==> src/rtl/alu_pkg.sv <==
// Shared definitions for the sequential ALU: opcode encodings, flag bit
// positions and controller states.
package alu_pkg;

    localparam logic [3:0] OP_AND    = 4'd0;
    localparam logic [3:0] OP_OR     = 4'd1;
    localparam logic [3:0] OP_NOT    = 4'd2;
    localparam logic [3:0] OP_XOR    = 4'd3;
    localparam logic [3:0] OP_ADD    = 4'd4;
    localparam logic [3:0] OP_ADDPLS = 4'd5;
    localparam logic [3:0] OP_SUB    = 4'd6;
    localparam logic [3:0] OP_SUBMNS = 4'd7;
    localparam logic [3:0] OP_SL     = 4'd8;
    localparam logic [3:0] OP_SRL    = 4'd9;
    localparam logic [3:0] OP_SRA    = 4'd10;
    localparam logic [3:0] OP_MUL    = 4'd11;
    localparam logic [3:0] OP_DIVU   = 4'd12;

    localparam int FLAG_CF = 0;
    localparam int FLAG_ZF = 1;
    localparam int FLAG_NF = 2;
    localparam int FLAG_VF = 3;

    typedef enum logic [1:0] {
        ST_IDLE = 2'd0,
        ST_BUSY = 2'd1,
        ST_HOLD = 2'd2
    } state_t;

    function automatic logic isMulDiv(input logic [3:0] op);
        return (op == OP_MUL) || (op == OP_DIVU);
    endfunction

endpackage

==> src/rtl/seq_alu_muldiv.sv <==
// Iterative multi-cycle datapath: shift-add multiply and restoring divide,
// one bit per clock, sharing the same hi/lo working registers.
module seq_alu_muldiv #(
    parameter int WIDTH = 16,
    parameter int SHW   = $clog2(WIDTH)
) (
    input  logic             clk,
    input  logic             rst,
    input  logic             i_start,
    input  logic             i_isDiv,
    input  logic [WIDTH-1:0] i_a,
    input  logic [WIDTH-1:0] i_b,
    output logic             o_done,
    output logic [WIDTH-1:0] o_lo,
    output logic [WIDTH-1:0] o_hi,
    output logic             o_carry
);

    localparam logic [SHW:0] CNT_MAX = (SHW+1)'(WIDTH);

    logic [WIDTH-1:0] r_lo;
    logic [WIDTH-1:0] r_hi;
    logic [WIDTH-1:0] r_opnd;
    logic             r_isDiv;
    logic             r_divZero;
    logic             r_active;
    logic [SHW:0]     r_count;

    logic [WIDTH:0]   w_mulSum;
    logic [WIDTH:0]   w_remShift;
    logic [WIDTH-1:0] w_remDiff;
    logic             w_fits;

    assign w_mulSum   = {1'b0, r_hi} + (r_lo[0] ? {1'b0, r_opnd} : '0);
    assign w_remShift = {r_hi, r_lo[WIDTH-1]};
    assign w_fits     = (w_remShift >= {1'b0, r_opnd});
    // When the trial subtraction fits, the difference is below the divisor,
    // so a WIDTH-bit subtraction is exact.
    assign w_remDiff  = w_remShift[WIDTH-1:0] - r_opnd;

    always_ff @(posedge clk or posedge rst) begin
        if (rst) begin
            r_lo      <= '0;
            r_hi      <= '0;
            r_opnd    <= '0;
            r_isDiv   <= 1'b0;
            r_divZero <= 1'b0;
            r_active  <= 1'b0;
            r_count   <= '0;
        end else if (i_start) begin
            r_lo      <= i_a;
            r_hi      <= '0;
            r_opnd    <= i_b;
            r_isDiv   <= i_isDiv;
            r_divZero <= i_isDiv && (i_b == '0);
            r_active  <= 1'b1;
            r_count   <= '0;
        end else if (r_active) begin
            if (r_count != CNT_MAX) begin
                r_count <= r_count + 1'b1;
                if (r_isDiv) begin
                    r_hi <= w_fits ? w_remDiff : w_remShift[WIDTH-1:0];
                    r_lo <= {r_lo[WIDTH-2:0], w_fits};
                end else begin
                    r_hi <= w_mulSum[WIDTH:1];
                    r_lo <= {w_mulSum[0], r_lo[WIDTH-1:1]};
                end
            end else begin
                r_active <= 1'b0;
            end
        end
    end

    assign o_done  = r_active && (r_count == CNT_MAX);
    assign o_lo    = r_lo;
    assign o_hi    = r_hi;
    assign o_carry = r_isDiv ? r_divZero : (r_hi != '0);

endmodule

==> src/rtl/seq_alu.sv <==
// Sequential ALU with valid/ready handshakes: single-cycle ops computed
// inline, MUL/DIVU delegated to the iterative seq_alu_muldiv unit.
module seq_alu
    import alu_pkg::*;
#(
    parameter int WIDTH = 16,
    parameter int SHW   = $clog2(WIDTH)
) (
    input  logic             clk,
    input  logic             rst,
    input  logic             in_valid,
    output logic             in_ready,
    input  logic [3:0]       opcode,
    input  logic [WIDTH-1:0] operand_a,
    input  logic [WIDTH-1:0] operand_b,
    output logic             out_valid,
    input  logic             out_ready,
    output logic [WIDTH-1:0] result,
    output logic [WIDTH-1:0] out_hi,
    output logic [3:0]       flags
);

    state_t           r_state;
    state_t           w_nextState;
    logic [WIDTH-1:0] r_result;
    logic [WIDTH-1:0] r_outHi;
    logic [3:0]       r_flags;

    logic             w_accept;
    logic             w_isMd;
    logic             w_mdDone;
    logic [WIDTH-1:0] w_mdLo;
    logic [WIDTH-1:0] w_mdHi;
    logic             w_mdCarry;

    logic [SHW-1:0]   w_amt;
    logic             w_isSub;
    logic             w_isArith;
    logic             w_cin;
    logic [WIDTH-1:0] w_addB;
    logic [WIDTH:0]   w_sum;
    logic             w_ovf;
    logic [WIDTH-1:0] w_aluRes;

    logic             w_useMd;
    logic             w_capture;
    logic [WIDTH-1:0] w_capRes;
    logic [WIDTH-1:0] w_capHi;
    logic [3:0]       w_capFlags;

    assign w_accept = in_valid && in_ready;
    assign w_isMd   = isMulDiv(opcode);

    seq_alu_muldiv #(.WIDTH(WIDTH), .SHW(SHW)) u_muldiv (
        .clk     (clk),
        .rst     (rst),
        .i_start (w_accept && w_isMd),
        .i_isDiv (opcode == OP_DIVU),
        .i_a     (operand_a),
        .i_b     (operand_b),
        .o_done  (w_mdDone),
        .o_lo    (w_mdLo),
        .o_hi    (w_mdHi),
        .o_carry (w_mdCarry)
    );

    always_ff @(posedge clk or posedge rst) begin
        if (rst) r_state <= ST_IDLE;
        else     r_state <= w_nextState;
    end

    always_comb begin
        w_nextState = r_state;
        case (r_state)
            ST_IDLE: if (w_accept) w_nextState = w_isMd ? ST_BUSY : ST_HOLD;
            ST_BUSY: if (w_mdDone) w_nextState = ST_HOLD;
            ST_HOLD: if (out_ready) begin
                if (w_accept) w_nextState = w_isMd ? ST_BUSY : ST_HOLD;
                else          w_nextState = ST_IDLE;
            end
            default: w_nextState = ST_IDLE;
        endcase
    end

    always_comb begin
        in_ready  = (r_state == ST_IDLE) || ((r_state == ST_HOLD) && out_ready);
        out_valid = (r_state == ST_HOLD);
    end

    // Subtraction reuses the adder as A + ~B + cin, so carry-out is "no borrow".
    assign w_amt     = operand_b[SHW-1:0];
    assign w_isSub   = (opcode == OP_SUB) || (opcode == OP_SUBMNS);
    assign w_isArith = (opcode == OP_ADD) || (opcode == OP_ADDPLS) || w_isSub;
    assign w_cin     = (opcode == OP_ADDPLS) || (opcode == OP_SUB);
    assign w_addB    = w_isSub ? ~operand_b : operand_b;
    assign w_sum     = {1'b0, operand_a} + {1'b0, w_addB} + {{WIDTH{1'b0}}, w_cin};
    assign w_ovf     = w_isArith && (operand_a[WIDTH-1] == w_addB[WIDTH-1])
                       && (w_sum[WIDTH-1] != operand_a[WIDTH-1]);

    always_comb begin
        w_aluRes = operand_a & operand_b;
        case (opcode)
            OP_AND:    w_aluRes = operand_a & operand_b;
            OP_OR:     w_aluRes = operand_a | operand_b;
            OP_NOT:    w_aluRes = ~operand_a;
            OP_XOR:    w_aluRes = operand_a ^ operand_b;
            OP_ADD, OP_ADDPLS, OP_SUB, OP_SUBMNS:
                       w_aluRes = w_sum[WIDTH-1:0];
            OP_SL:     w_aluRes = operand_a << w_amt;
            OP_SRL:    w_aluRes = operand_a >> w_amt;
            OP_SRA:    w_aluRes = WIDTH'($signed(operand_a) >>> w_amt);
            default:   w_aluRes = operand_a & operand_b;
        endcase
    end

    assign w_useMd   = (r_state == ST_BUSY);
    assign w_capture = (w_accept && !w_isMd) || (w_useMd && w_mdDone);
    assign w_capRes  = w_useMd ? w_mdLo : w_aluRes;
    assign w_capHi   = w_useMd ? w_mdHi : '0;

    always_comb begin
        w_capFlags          = '0;
        w_capFlags[FLAG_CF] = w_useMd ? w_mdCarry : (w_isArith && w_sum[WIDTH]);
        w_capFlags[FLAG_ZF] = (w_capRes == '0);
        w_capFlags[FLAG_NF] = w_capRes[WIDTH-1];
        w_capFlags[FLAG_VF] = !w_useMd && w_ovf;
    end

    always_ff @(posedge clk or posedge rst) begin
        if (rst) begin
            r_result <= '0;
            r_outHi  <= '0;
            r_flags  <= '0;
        end else if (w_capture) begin
            r_result <= w_capRes;
            r_outHi  <= w_capHi;
            r_flags  <= w_capFlags;
        end
    end

    assign result = r_result;
    assign out_hi = r_outHi;
    assign flags  = r_flags;

endmodule
==> config.mk <==
export PLATFORM = sky130hd
export DESIGN_NAME = seq_alu
export DESIGN_NICKNAME = d
export VERILOG_FILES = /design/src/rtl/alu_pkg.sv /design/src/rtl/seq_alu_muldiv.sv /design/src/rtl/seq_alu.sv
export SDC_FILE = /design/constraint.sdc
export NUM_CORES = 1
export LEC_CHECK = 0
export CORE_AREA = 5 5 141 143
export DETAILED_ROUTE_END_ITERATION = 10
export DIE_AREA = 0 0 146 148
export GPL_TIMING_DRIVEN = 0
export MAX_ROUTING_LAYER = met4
export PLACE_DENSITY = 0.82
export SLEW_MARGIN = 20
export SYNTH_ARGS = -nofsm -noshare
export SYNTH_HDL_FRONTEND = slang
export SYNTH_HIERARCHICAL = 1
export SYNTH_SLANG_ARGS = --single-unit
==> constraint.sdc <==
create_clock -name clk -period 8.25 [get_ports clk]
set_clock_uncertainty 0.1 [all_clocks]
set_input_delay 2.475 -clock clk [delete_from_list [all_inputs] [get_ports clk]]
set_output_delay 2.475 -clock clk [all_outputs]
set_load 0.05 [all_outputs]
==> parameters.txt <==
Parameter                              Value

Outcome
  Result of the run    complete, but fails checks
  Violations in the final reports    design-rule violations

Worst setup path
  Reg-to-Reg End    u_muldiv/o_hi[14]
  Type of element capturing the critical path    flop
  Worst reg-to-reg setup slack    4.54 ns
  Cell with the largest stage delay on the worst path    sky130_fd_sc_hd__clkdlybuf4s50_1
  WS Path Type    input pin to flop
  Critical-path maximum fanout    10
  Worst Reg-to-Reg Cells    11
  Start point of the critical path    opcode[2]
  Series of cell instances along the critical path    clkdlybuf4s50_1 > buf_6 > clkbuf_1 > nor2b_1 > clkbuf_2 > nand2_1 > clkbuf_2 > xnor2_1 > fa_1 > fa_1 > a211oi_2 > o21ai_0 > a2111oi_2 > nor3_1 > xnor2_1 > o22ai_1 > a2111oi_2 > o2111ai_1 > nand2_1
  Worst stage delay on the critical path    0.54 ns
  Arrival time worst endpoint    8.20 ns
  Kind of start point of the critical path    input pin
  Worst Path Required    roughly 8.4 ns
  Endpoint of the worst setup timing path    flags[1]
  Launch point of the worst reg-to-reg path    u_muldiv/o_lo[0]

Clock network
  Clock latency on the worst-skew pair    around 0.36 ns
  CTS tree    done
  Num CTS Buffers    9
  Total number of H-tree levels    3
  Setup repair bufs after CTS    0
  Worst-case clock buffer depth    2
  Clock transition at the registers of the reported paths    0.07 ns
  Cell chosen for the clock root    sky130_fd_sc_hd__clkbuf_16
  Cts-stage hold buffer count    0
  Clock Sinks    slightly above 90

STA
  Normalized max-slew margin    16.03%
  Final setup TNS    0 ns
  Time the worst path needs with I/O delays and setup    8.007 ns
  Transition at the pin with the smallest max-transition slack    about 1.3 ns
  Achievable Freq    0.1249 GHz
  Final worst hold slack    0.3768 ns
  Final setup violation count    0
  Final Hold Violating Endpoints    0
  Max-slew violations    0
  Share of the cycle needed by the critical path after routing    97.05%
  Unrepaired setup endpoints after global routing    no

Place
  Routability congestion estimate from global placement    between 1 and 1.5
  Count of input and output buffers    75
  HPWL after DPL    28,830 um

Cells and area
  Layout cell share with drive strength beyond 1    8.271%
  Area growth, synth to finish    13.67%
  Seq. cell area    approximately 0.0023 mm^2
  Count of fill cells added during filler insertion    between 1.5k and 2k
  Area used by multi-input combinational logic    roughly 0.0070 mm^2
  Nets    about 1.5k

Die
  Width of the chip    146 um
  Area of the core    0.01846 mm^2
  Total die area    between 0.02 and 0.025 mm^2
  Total number of placement rows    50
  Die Y    148 um
  Starting utilization of the core area    54.15%
  Top-level I/O count    78

Synthesis
  Yosys cell types    83
  Async S/R FF share, synth    100.0%
  Dominant cells by area after synthesis    sky130_fd_sc_hd__dfrtp_1, sky130_fd_sc_hd__ha_1, sky130_fd_sc_hd__nand2_1
  Area share of the leading cell type in the synthesized netlist    a little under a quarter
  Average footprint of a synthesized cell    between 8 and 9 um^2
  Sequential-to-total area share from yosys stat    23.29%
  Warnings from Yosys    6
  Cell area after synthesis    0.009993 mm^2
  Synthesized flop and latch total    93
  Net Count, Synth    around 1.4k
  Synthesized instance count    1,239
  Predominant post-synthesis flop cell    sky130_fd_sc_hd__dfrtp_1
  Cell type contributing the most total cell area after synthesis    sky130_fd_sc_hd__dfrtp_1
  Number of enable-type register cells in the synthesized netlist    0

GRT
  Total global routing overflow    0
  Number of antenna violations at the first check in global routing    2
  Total routing usage reported by global routing    34.66%
  Maximum number of pins on one net before global-route repair    57
  Via count of the first global-routing pass    9,756
  Global-route wire length before repair    56,800 um

Drt
  Number of search-and-repair iterations in the first detailed-routing pass    9
  Post-detailed-route via-to-cell ratio    6.638
  Drt first-iter violations    1,206
  Average wire per standard cell    23.77 um
  Via count of the routed design    just over 10k
  Routed wire length    around 37,000 um
  Remaining design rule violation count    1
  Final ANT Viol Nets    0

Worst hold path
  Type of the worst min-delay path    flop to flop
  Hold path start    flags[1]

Pwr
  Maximum resistive drop on vdd    between 100 and 150 uV
  Leak pwr    4.728 nW
  Pwr dens    283.7 mW/mm^2

Job
  Total of max-cap violations    0
critical path, delay by kind of cell:
| kind | cells | cell delay (ns) |
|---|---|---|
| and+or+nand+nor | 4 | 0.77 |
| adders and majority gates | 2 | 0.92 |
| xor gates and xnor gates | 2 | 0.47 |
| AOI/OAI and AO/OA | 6 | 1.75 |
| buffers and inverters | 5 | 1.80 |
sequential cells by signal (all words and copies together) (netlist names):
signal,count
u_muldiv/r_isDiv,1
r_state,2
result,15
u_muldiv/o_hi,16
u_muldiv/r_opnd,16
u_muldiv/r_count,5
u_muldiv/r_divZero,1
u_muldiv/r_active,1
flags,4
out_hi,16
u_muldiv/o_lo,16
power breakdown:
part | total (W) | internal, W | switching [W]
logic | 0.00201 | 0.000803 | 0.00121
registers | 0.000800 | 0.000610 | 0.000190
clock network | 0.000413 | 0.000212 | 0.000202
final cells by class:
cell class | instances | share of cell area, %
Tap cell | 234 | 2.577
Clock inverter | 7 | 0.5617
Buffer | 76 | 3.205
Timing Repair Buffer | 75 | 6.609
Sequential cell | 93 | 20.49
Inverter | 77 | 2.566
Multi-Input combinational cell | 993 | 61.97
Clock buffer | 9 | 1.983
Antenna cell | 2 | 0.04406
per-layer routing:
layer | vias to the layer above | track usage [%] | share of wire, %
met1 | 4902 | 45.81 | 42
met3 | 142 | 9.442 | 11
li1 | 4709 | - | -
met5 | - | - | 0
met2 | 642 | 50.57 | 42
met4 | 0 | 14.11 | 4.3
worst min path at each step:
stage                                    end  cells after the start
final                               flags[1]                      2
after global routing               result[2]                      2
after CTS                           flags[1]                      2
after detailed placement            flags[1]                      2
after global placement              flags[1]                      2
after floorplan           u_muldiv/r_divZero                      2
cells by family (layout without fill, tap and decap cells):
family | Yosys count | count (layout) | share of synthesized area (%)
AND/OR/NAND/NOR | 416 | 416 | 20.26
AO/OA/AOI/OAI | 363 | 363 | 24.14
buffers and inverters | 153 | 244 | 6.510
flip-flops | 93 | 93 | 23.29
adder cells (fa/ha/maj) | 86 | 86 | 11.07
multiplexers | 84 | 84 | 10.88
XOR/XNOR | 44 | 44 | 3.856
other | 0 | 2 | 0
metrics by stage:
stage,worst slack (ns),utilization [%],power (W),cell area [um^2],std cells
final,0.2430,61.55,0.003223,11360,1566
after global routing,0.01952,61.55,0.003428,11360,1566
after CTS,0.09410,61.42,0.003170,11340,1564
after detailed placement,-0.4790,59.85,0.002752,11050,1548
after global placement,-0.4815,59.80,0.002706,11040,1548
after floorplan,1.368,-,0.002200,9993,1239
cell usage in the layout (no fill, tap or decap), drive strengths merged, types with 11 or more instances in the layout:
master	Yosys	final
and2	22	22
nor2	96	96
dfrtp	93	93
nor2b	22	22
o21ai	108	108
o22ai	23	23
a22oi	12	12
inv	77	81
mux2	27	27
nand2b	17	17
ha	82	82
a211oi	16	16
a31oi	16	16
nor3	24	24
nor4	19	19
xnor2	37	37
a21oi	67	67
clkdlybuf4s50	0	75
nand3	25	25
o21a	13	13
nand2	137	137
o211ai	11	11
clkbuf	53	62
or3	13	13
mux4	17	17
mux2i	40	40
nand4	11	11
buf	23	23
synth_stat cells, types with 10 or more instances:
master	instances
sky130_fd_sc_hd__clkbuf_1	52
sky130_fd_sc_hd__nand2b_1	17
sky130_fd_sc_hd__mux2_2	27
sky130_fd_sc_hd__a21o_1	10
sky130_fd_sc_hd__dfrtp_1	93
sky130_fd_sc_hd__inv_1	76
sky130_fd_sc_hd__nand2_1	137
sky130_fd_sc_hd__a22oi_1	11
sky130_fd_sc_hd__o211ai_1	11
sky130_fd_sc_hd__o21ai_0	99
sky130_fd_sc_hd__buf_2	12
sky130_fd_sc_hd__or3_1	13
sky130_fd_sc_hd__o21a_1	12
sky130_fd_sc_hd__nand4_1	11
sky130_fd_sc_hd__a211oi_1	13
sky130_fd_sc_hd__nor3_1	24
sky130_fd_sc_hd__nor2b_1	22
sky130_fd_sc_hd__o22ai_1	23
sky130_fd_sc_hd__mux2i_1	40
sky130_fd_sc_hd__nand3_1	25
sky130_fd_sc_hd__nor4_1	19
sky130_fd_sc_hd__xnor2_1	37
sky130_fd_sc_hd__nor2_1	95
sky130_fd_sc_hd__a21oi_1	67
sky130_fd_sc_hd__mux4_2	17
sky130_fd_sc_hd__and2_1	22
sky130_fd_sc_hd__ha_1	82
sky130_fd_sc_hd__a31oi_1	16
what timing repair did:
item / 4_1_cts / 5_1_grt
resized for setup: 1 / 4
cloned: 0 / 0
endpoints found under the setup margin: 2 / 4
Power figures use the tool's default switching activity.
